==> src/rtl/dmem_rv64_param.sv <==
// dmem_rv64_param: byte-addressed RV64 data memory, valid/ready request, registered response.
// Define DMEM_MISALIGN_SPLIT_EN to split word-crossing misaligned accesses into two beats.
module dmem_rv64_param #(
  parameter int XLEN   = 64,
  parameter int DEPTH  = 8,
  parameter int ADDR_W = 16
) (
  input  logic              clock,
  input  logic              reset,
  input  logic              req_valid,
  output logic              req_ready,
  input  logic              req_we,
  input  logic [2:0]        req_funct3,
  input  logic [ADDR_W-1:0] req_addr,
  input  logic [XLEN-1:0]   req_wdata,
  output logic              rsp_valid,
  output logic [XLEN-1:0]   rsp_rdata,
  output logic              rsp_fault
);

  localparam int IW = $clog2(DEPTH);
  localparam int NB = XLEN / 8;
  localparam logic [ADDR_W:0] LIMIT = (ADDR_W+1)'(DEPTH * 8);

`ifdef DMEM_MISALIGN_SPLIT_EN
  typedef enum logic {IDLE, SPLIT} state_e;
`else
  typedef enum logic {IDLE} state_e;
`endif

  function automatic logic [XLEN-1:0] ext(
    input logic [XLEN-1:0] r,
    input logic [2:0]      f
  );
    logic [XLEN-1:0] v;
    v = '0;
    unique case (f)
      3'b000:  v = {{(XLEN-8){r[7]}}, r[7:0]};
      3'b001:  v = {{(XLEN-16){r[15]}}, r[15:0]};
      3'b010:  v = {{(XLEN-32){r[31]}}, r[31:0]};
      3'b011:  v = r;
      3'b100:  v = {{(XLEN-8){1'b0}}, r[7:0]};
      3'b101:  v = {{(XLEN-16){1'b0}}, r[15:0]};
      3'b110:  v = {{(XLEN-32){1'b0}}, r[31:0]};
      default: v = '0;
    endcase
    return v;
  endfunction

  logic [XLEN-1:0] mem_q [DEPTH];
  state_e          state_q, state_d;
  logic            rsp_valid_q, rsp_valid_d;
  logic            rsp_fault_q, rsp_fault_d;
  logic [XLEN-1:0] rsp_rdata_q, rsp_rdata_d;

  logic [IW-1:0]   widx;
  logic [2:0]      off;
  logic [5:0]      sh;
  logic [3:0]      size;
  logic [NB-1:0]   bmask;
  logic            bad_f3, oor, fault, accept;
  logic            wr_en, rd_en;
  logic [IW-1:0]   wr_idx;
  logic [NB-1:0]   wr_mask;
  logic [XLEN-1:0] wr_data, raw;
  logic [2:0]      rd_f3;

  assign widx      = req_addr[IW+2:3];
  assign off       = req_addr[2:0];
  assign sh        = {off, 3'b000};
  assign size      = 4'd1 << req_funct3[1:0];
  assign bmask     = NB'((9'd1 << size) - 9'd1);
  assign bad_f3    = (&req_funct3) | (req_we & req_funct3[2]);
  assign oor       = {1'b0, req_addr} >= LIMIT;
  assign req_ready = (state_q == IDLE);
  assign accept    = req_valid & req_ready;

`ifdef DMEM_MISALIGN_SPLIT_EN
  logic              cross, split;
  logic [2*NB-1:0]   wm;
  logic [2*XLEN-1:0] wd, win;
  logic [IW-1:0]     idx_q;
  logic [2:0]        off_q, f3_q;
  logic              we_q;
  logic [NB-1:0]     wm_hi_q;
  logic [XLEN-1:0]   wd_hi_q, lo_q;

  assign cross = ({1'b0, off} + size) > 4'd8;
  assign fault = bad_f3 | oor | (cross & (&widx));
  assign split = accept & ~fault & cross;
  assign wm    = {{NB{1'b0}}, bmask} << off;
  assign wd    = {{XLEN{1'b0}}, req_wdata} << sh;
  assign win   = {mem_q[idx_q + IW'(1)], lo_q} >> {off_q, 3'b000};

  always_comb begin
    state_d     = state_q;
    wr_en       = accept & ~fault & req_we;
    wr_idx      = widx;
    wr_mask     = wm[NB-1:0];
    wr_data     = wd[XLEN-1:0];
    raw         = mem_q[widx] >> sh;
    rd_f3       = req_funct3;
    rd_en       = accept & ~fault & ~req_we & ~split;
    rsp_valid_d = accept & ~split;
    rsp_fault_d = accept & fault;
    unique case (state_q)
      IDLE: if (split) state_d = SPLIT;
      SPLIT: begin
        // second beat: upper word of the latched crossing access
        state_d     = IDLE;
        wr_en       = we_q;
        wr_idx      = idx_q + IW'(1);
        wr_mask     = wm_hi_q;
        wr_data     = wd_hi_q;
        raw         = win[XLEN-1:0];
        rd_f3       = f3_q;
        rd_en       = ~we_q;
        rsp_valid_d = 1'b1;
      end
    endcase
  end

  always_ff @(posedge clock) begin
    if (reset) begin
      idx_q   <= '0;
      off_q   <= '0;
      f3_q    <= '0;
      we_q    <= 1'b0;
      wm_hi_q <= '0;
      wd_hi_q <= '0;
      lo_q    <= '0;
    end else if (split) begin
      idx_q   <= widx;
      off_q   <= off;
      f3_q    <= req_funct3;
      we_q    <= req_we;
      wm_hi_q <= wm[2*NB-1:NB];
      wd_hi_q <= wd[2*XLEN-1:XLEN];
      lo_q    <= mem_q[widx];
    end
  end
`else
  assign fault = bad_f3 | oor | (({1'b0, off} & (size - 4'd1)) != 4'd0);

  always_comb begin
    state_d     = IDLE;
    wr_en       = accept & ~fault & req_we;
    wr_idx      = widx;
    wr_mask     = bmask << off;
    wr_data     = req_wdata << sh;
    raw         = mem_q[widx] >> sh;
    rd_f3       = req_funct3;
    rd_en       = accept & ~fault & ~req_we;
    rsp_valid_d = accept;
    rsp_fault_d = accept & fault;
  end
`endif

  always_comb rsp_rdata_d = rd_en ? ext(raw, rd_f3) : '0;

  always_ff @(posedge clock) begin
    if (reset) begin
      state_q     <= IDLE;
      rsp_valid_q <= 1'b0;
      rsp_fault_q <= 1'b0;
      rsp_rdata_q <= '0;
    end else begin
      state_q     <= state_d;
      rsp_valid_q <= rsp_valid_d;
      rsp_fault_q <= rsp_fault_d;
      rsp_rdata_q <= rsp_rdata_d;
    end
  end

  always_ff @(posedge clock) begin
    if (reset) begin
      for (int i = 0; i < DEPTH; i++) mem_q[i] <= '0;
    end else if (wr_en) begin
      for (int b = 0; b < NB; b++)
        if (wr_mask[b]) mem_q[wr_idx][b*8 +: 8] <= wr_data[b*8 +: 8];
    end
  end

  assign rsp_valid = rsp_valid_q;
  assign rsp_fault = rsp_fault_q;
  assign rsp_rdata = rsp_rdata_q;

endmodule
==> config.mk <==
export PLATFORM = sky130hd
export DESIGN_NAME = dmem_rv64_param
export DESIGN_NICKNAME = d
export VERILOG_FILES = /design/src/rtl/dmem_rv64_param.sv
export SDC_FILE = /design/constraint.sdc
export NUM_CORES = 1
export LEC_CHECK = 0
export CAP_MARGIN = 20
export CORE_MARGIN = 2
export CORE_UTILIZATION = 50
export DETAILED_ROUTE_END_ITERATION = 10
export DONT_BUFFER_PORTS = 1
export HOLD_SLACK_MARGIN = 0.08
export PLACE_DENSITY_LB_ADDON = 0.15
export SETUP_SLACK_MARGIN = 0.1
export SLEW_MARGIN = 5
export SYNTH_ARGS = -nofsm -noshare
export SYNTH_HDL_FRONTEND = slang
export SYNTH_SLANG_ARGS = --single-unit
==> constraint.sdc <==
create_clock -name clock -period 4.3 [get_ports clock]
set_input_delay 0.43 -clock clock [delete_from_list [all_inputs] [get_ports clock]]
set_output_delay 0.43 -clock clock [all_outputs]
set_load 0.02 [all_outputs]
==> impl_metrics.py, run 1 <==
metrics = {
    "min_path": {
        "hold_path_class": "in -> reg",
        "min_to": "rsp_valid",
        "hp-start": "reset",
        "min_path_cells": 2,
    },
    "clock_tree": {
        "clkTransAtPathRegs_ns": 0.06,
        "clock_path_buffers": 3,
        "post_cts_resized": 0,
        "cts_tree": "built",
        "insertion_delay_ns": 0.64,
        "holdBufCountCts": 5,
        "cts_root_buf": "clkbuf_16",
        "cts_max_level": 2,
        "clock_sinks": 578,
        "postCtsSetupRepairBufs": 0,
        "cts_buffers": 59,
    },
    "setup_path": {
        "regToRegStartpoint": "mem_q[5][23]",
        "cp_data_arrival_time_ns": 4.25,
        "r2r_cells": 8,
        "r2r_end": "rsp_rdata[48]",
        "crit_path_end_kind": "flip-flop",
        "r2r_setup_slack_ns": 0.58,
        "criticalPathCategory": "reg -> reg",
        "path_max_fanout": 32,
        "critPathRequiredTime_ns": 4.82,
        "start_kind": "flip-flop",
    },
    "timing": {
        "relSlewSlack_pct": 21.62,
        "tns_ns": 0,
        "hold_viol_final": 0,
        "setup_viol": 0,
        "skew_ns": 0.02603,
        "finalMaxSlewViolations": 0,
        "period_share_pct": 86.62,
        "rsz0062_at_grt": "no",
        "max_freq_mhz": 268.5,
        "min_period_ns": 3.725,
        "worst_pin_slew_ns": 1.176,
    },
    "power_and_ir_drop": {
        "total_power_mw": 13.21,
        "p_leak_nw": 10.25,
        "vdd_drop_max_mv": 0.3514,
        "power_density_nw_per_um2": 433.7,
    },
    "cells_and_area": {
        "nets": 2427,
        "final_cell_area_sq_um": 30460,
        "final_layout_size_suffix_gt1_share_pct": 13.95,
        "area_delta_synth_final_pct": 11.03,
        "mostFrequentLayoutCells": "nor2_1 (572), edfxtp_1 (512), nand2_1 (198)",
        "layout_commonest_cell": "nor2_1",
        "fillers": 4492,
        "instances_no_fill": 3085,
    },
    "detailed_routing": {
        "drt_wl_total_mm": 97.78,
        "drt_iter0_drc": 3463,
        "drc": 0,
        "vias_per_cell": 6.773,
        "dr.pass1.iters": 6,
        "drtAntennaViolNets": 0,
        "wl_per_cell_microns": 31.70,
        "num_vias": 20900,
    },
    "synth": {
        "synthCells": 2314,
        "synth-edff-count": 512,
        "ys_seq_area_share_pct": 60.86,
        "syn_area_sq_um": 27430,
        "ys_top_cells_by_area": "edfxtp_1 (56%), nor2_1 (7.9%), dfxtp_1 (4.8%), mux4_2 (3.8%), mux2i_1 (3.7%)",
        "synth_top_area_share_pct": 56.04,
        "synth_area_per_cell_sq_um": 11.86,
        "synth_ff_type": "edfxtp_1",
        "synthArstFlopShare_pct": 0,
        "yosys_warnings": 0,
        "ys_seq_elements": 578,
        "yosys.area.top_type": "edfxtp_1",
        "syn-num-nets": 2404,
        "synth_cell_type_count": 74,
    },
    "floorplan": {
        "io_pins": 154,
        "die_area_sq_um": 56760,
        "core-area_sq_um": 54030,
        "start_util_pct": 50.78,
        "fp.dieW_microns": 238.2,
        "die_h_microns": 238.2,
        "std_cell_rows": 85,
    },
    "grt": {
        "track_usage_pct": 34.22,
        "met2_usage_pct": 49.65,
        "top_usage_layer": "met2",
        "grt_antenna_before_repair": 6,
        "met3_usage_pct": 9.452,
        "grt_pass1_vias": 19560,
        "grt_start_max_net_pins": 130,
        "overflow": 0,
        "grt_pass1_wl_mm": 139.1,
        "use_met1_pct": 48.20,
    },
    "place": {
        "routabilityCongestion": 0.9623,
        "placed_cells": 2964,
        "hpwlAfterDp_mm": 68.07,
        "post_dp_cell_area_sq_um": 28330,
        "port_buffers": 0,
    },
    "status": {
        "outcome": "finished clean",
    },
    "job": {
        "cap_viol_max_count": 0,
    },
}
synth_stat cells (5+ instances only):
master and number:
nor2_1 575, edfxtp_1 512, nand2_1 198, mux2i_1 102
nand2b_1 75, mux2_2 73, dfxtp_1 66, a22oi_1 59
a21oi_1 49, clkbuf_1 49, a221oi_1 46, mux4_2 46
buf_2 43, o21ai_0 41, o21ai_1 35, a211oi_1 26
buf_1 23, a221o_1 20, nor2b_1 18, o22ai_1 18
a31oi_1 15, o2bb2ai_1 15, mux2_1 14, a22o_1 13
a32oi_1 13, o211ai_1 13, buf_4 12, buf_6 12
inv_1 12, nand3_1 12, and2_1 8, a222oi_1 6
and3_1 6, nor3_1 6, nand4_1 5, o21a_1 5
per-stage QoR:
step | hold WS (ns) | utilization [%] | setup WS, ns
after floorplan | 0.5382 | - | 1.505
after global placement | 0.5511 | 52.45 | 0.8203
after detailed placement | 0.5509 | 52.45 | 0.7542
after CTS | 0.08262 | 56.32 | 0.7283
after global routing | 0.1184 | 56.37 | 0.5295
final | 0.1085 | 56.38 | 0.5752
per-layer routing:
layer | vias up | wire length (microns)
met5 | - | 41
met4 | 6 | 5007
met3 | 299 | 13270
met2 | 1592 | 41770
met1 | 10330 | 37690
li1 | 8672 | -
worst max-delay path, stage by stage, from the launching register on:
cell and delay, ns:
edfxtp_1 0.37, mux4_2 0.48, mux2i_1 0.33, nand2_1 0.10, a31oi_1 0.49, a221o_1 0.48, a31o_2 0.59, o41ai_1 0.16
dlygate4sd3_1 0.58
state kept, by name, summed over array words and instances, names as in the netlist:
signal and count:
rsp_valid 1, rsp_rdata 64, mem_q 512, rsp_fault 1
logic make-up after synthesis:
group / count (synthesis) / share of synthesized area (%)
xor gates and xnor gates: 1 / 0.03193
adders and majority gates: 3 / 0.1368
DFF: 578 / 60.86
and+or+nand+nor: 930 / 14.24
AOI/OAI and AO/OA: 412 / 10.81
muxes: 236 / 11.12
buffers and inverters: 153 / 2.782
other: 1 / 0.01367
worst max path at each step:
stage / slack [ns] / cells after the start / endpoint / startpoint
after global placement: 0.82 / 11 / mem_q[3][50] / req_funct3[1]
final: 0.58 / 8 / rsp_rdata[48] / mem_q[5][23]
after floorplan: 1.51 / 10 / mem_q[0][10] / req_funct3[1]
after CTS: 0.73 / 8 / rsp_rdata[48] / mem_q[5][23]
after detailed placement: 0.75 / 11 / mem_q[2][49] / req_funct3[1]
after global routing: 0.53 / 8 / rsp_rdata[48] / mem_q[4][23]
where the power goes:
part | total (mW) | leakage (nW) | switching (mW) | internal [mW]
clock network | 5.41 | 1.01 | 2.24 | 3.17
registers | 6.43 | 5.39 | 0.0946 | 6.34
logic | 1.37 | 3.85 | 0.927 | 0.443
area by class of cell:
cell class / count / area, sq um / area share, %
flip-flops and latches: 578 / 16700 / 54.81
multi-input cells: 1583 / 10020 / 32.89
clock buffers: 79 / 1679 / 5.513
well taps: 696 / 870.8 / 2.859
repair buffers: 101 / 775.7 / 2.547
clock inverters: 32 / 362.8 / 1.191
inverters: 14 / 52.55 / 0.1725
diodes: 2 / 5.005 / 0.01643
Note: power is estimated with default switching activity, not from simulation.
==> run 2: changes to the inputs <==
--- a/config.mk
+++ b/config.mk
@@ -5,9 +5,9 @@
 export SDC_FILE = /design/constraint.sdc
 export NUM_CORES = 1
 export LEC_CHECK = 0
-export CAP_MARGIN = 20
+export CAP_MARGIN = 40
 export CORE_MARGIN = 2
-export CORE_UTILIZATION = 50
+export CORE_UTILIZATION = 55
 export DETAILED_ROUTE_END_ITERATION = 10
 export DONT_BUFFER_PORTS = 1
 export HOLD_SLACK_MARGIN = 0.08
==> impl_metrics.py, run 2 (synthesis results as in run 1) <==
metrics = {
    "timing": {
        "relSlewSlack_pct": 26.11,
        "tns_ns": 0,
        "setup_viol": 0,
        "finalMaxSlewViolations": 0,
        "hold_viol_final": 0,
        "skew_ns": 0.03562,
        "rsz0062_at_grt": "no",
        "period_share_pct": 80.54,
        "min_period_ns": 3.463,
        "whs_ns": 0.09331,
        "final.setup.worst_slack_ns": 0.8368,
        "worst_pin_slew_ns": 1.108,
        "max_freq_mhz": 288.8,
    },
    "cells_and_area": {
        "nets": 2425,
        "layout_commonest_cell": "nor2_1",
        "area_delta_synth_final_pct": 10.32,
        "largest_register_ffs": 512,
        "fillers": 3968,
        "mostFrequentLayoutCells": "nor2_1 (573), edfxtp_1 (512), nand2_1 (198)",
        "regMostFlops": "mem_q",
        "final_layout_size_suffix_gt1_share_pct": 13.64,
    },
    "place": {
        "hpwlAfterDp_mm": 66.41,
        "routabilityCongestion": 1.011,
        "port_buffers": 0,
        "post-place-ws_ns": 0.6268,
    },
    "setup_path": {
        "path_cells": "mux4_2, mux2i_1, nand3_1, nand4_1, a221o_1, a31o_2, o41ai_1",
        "regToRegStartpoint": "mem_q[5][63]",
        "crit_path_end_kind": "flip-flop",
        "critPathRequiredTime_ns": 4.77,
        "path_max_fanout": 32,
        "r2r_cells": 7,
        "cp_data_arrival_time_ns": 3.94,
        "start_kind": "flip-flop",
        "criticalPathCategory": "reg -> reg",
        "startpoint": "mem_q[5][63]",
        "crit_slowest_cell": "mux2i_1",
        "cpPeakStageDelay_ns": 0.72,
    },
    "floorplan": {
        "start_util_pct": 55.93,
        "die_area_sq_um": 51680,
        "io_pins": 154,
        "std_cell_rows": 81,
        "fp.dieW_microns": 227.3,
        "core-area_sq_um": 49050,
        "die_h_microns": 227.3,
    },
    "detailed_routing": {
        "drt_wl_total_mm": 95.69,
        "drc": 0,
        "dr.pass1.iters": 8,
        "drtAntennaViolNets": 0,
        "wl_per_cell_microns": 31.37,
        "drt_iter0_drc": 3290,
        "num_vias": 20880,
        "vias_per_cell": 6.845,
    },
    "power_and_ir_drop": {
        "seq_power_share_pct": 49.9,
        "switchingPower_mw": 3.215,
        "power_density_nw_per_um2": 425.5,
        "swShare_pct": 24.97,
        "power.internal_mw": 9.662,
        "share_comb_of_total_power_pct": 10.6,
        "vdd_drop_max_mv": 0.3424,
        "total_power_mw": 12.88,
        "p_leak_nw": 10.17,
        "p_clk_share_pct": 39.5,
    },
    "min_path": {
        "hold_path_class": "in -> reg",
        "min_path_cells": 2,
        "hp-start": "reset",
    },
    "grt": {
        "track_usage_pct": 37.09,
        "grt_start_max_net_pins": 130,
        "grt_antenna_before_repair": 3,
        "grt_pass1_wl_mm": 136.1,
        "overflow": 0,
        "grt_pass1_vias": 19720,
    },
    "clock_tree": {
        "cts_max_level": 2,
        "clock_sinks": 578,
        "cts_root_buf": "clkbuf_16",
        "clock_path_buffers": 3,
        "insertion_delay_ns": 0.65,
        "clkTransAtPathRegs_ns": 0.06,
        "cts_buffers": 58,
        "cts_tree": "built",
        "post_cts_resized": 0,
    },
    "job": {
        "cap_viol_max_count": 0,
    },
    "status": {
        "outcome": "finished clean",
    },
}
==> run 2: cell types whose count changed in the layout (fill, tap and decap cells not counted), moves of 3 or more <==
cell / previous run / this run
buf_2: 0 / 3
buf_4: 94 / 88
bufinv_16: 7 / 2
clkbuf_1: 8 / 11
clkbuf_2: 3 / 0
clkinv_2: 9 / 15
==> run 2: critical path, delay by kind of cell (launching register included) <==
kind            cells  cell delay [ns]
mux                 2             1.23
simple gates        2             0.40
compound gates      3             1.26
flops               1             0.40
==> run 2: final timing paths <==
kind,endpoint,slack (ns)
max,rsp_rdata[52],0.84
min reg2reg,rsp_rdata[58],0.71
min,rsp_valid,0.09
max reg2reg,rsp_rdata[52],0.84
==> run 2: power groups by stage <==
stage          combinational (mW)  clock, mW  sequential (mW)
2_1_floorplan               0.861          0             6.49
3_3_place_gp                 1.26          0             6.53
3_5_place_dp                 1.29          0             6.54
4_1_cts                      1.30       5.08             6.43
5_1_grt                      1.40       5.28             6.44
6_report                     1.37       5.08             6.43
==> run 2: per-layer routing <==
layer	routed length, microns	global-route usage (%)	vias up
met3	14430	11.89	299
met5	17	0	-
li1	-	-	8675
met2	40800	53.84	1759
met4	5228	17.88	4
met1	35220	50.69	10140
==> run 2: per-stage QoR <==
stage / utilization, % / instance area, sq um / instances
after floorplan: - / 27430 / 2314
after global placement: 57.42 / 28160 / 2914
after detailed placement: 57.69 / 28300 / 2932
after CTS: 61.66 / 30240 / 3045
after global routing: 61.69 / 30260 / 3048
final: 61.70 / 30260 / 3050
==> run 2: cell type report <==
class | count | area [sq um] | area share (%)
sequential | 578 | 16700 | 55.17
multi-input combinational | 1583 | 10010 | 33.07
clock inverter | 29 | 210.2 | 0.6946
clock buffer | 79 | 1687 | 5.573
inverter | 14 | 52.55 | 0.1736
antenna | 3 | 7.507 | 0.02481
timing repair buffer | 100 | 772.0 | 2.551
tap | 664 | 830.8 | 2.745
==> run 2: repair_timing <==
item / in CTS / in global routing
endpoints found under the hold margin: 27 / 0
buffers inserted: 0 / 0
hold buffers: 5 / 0
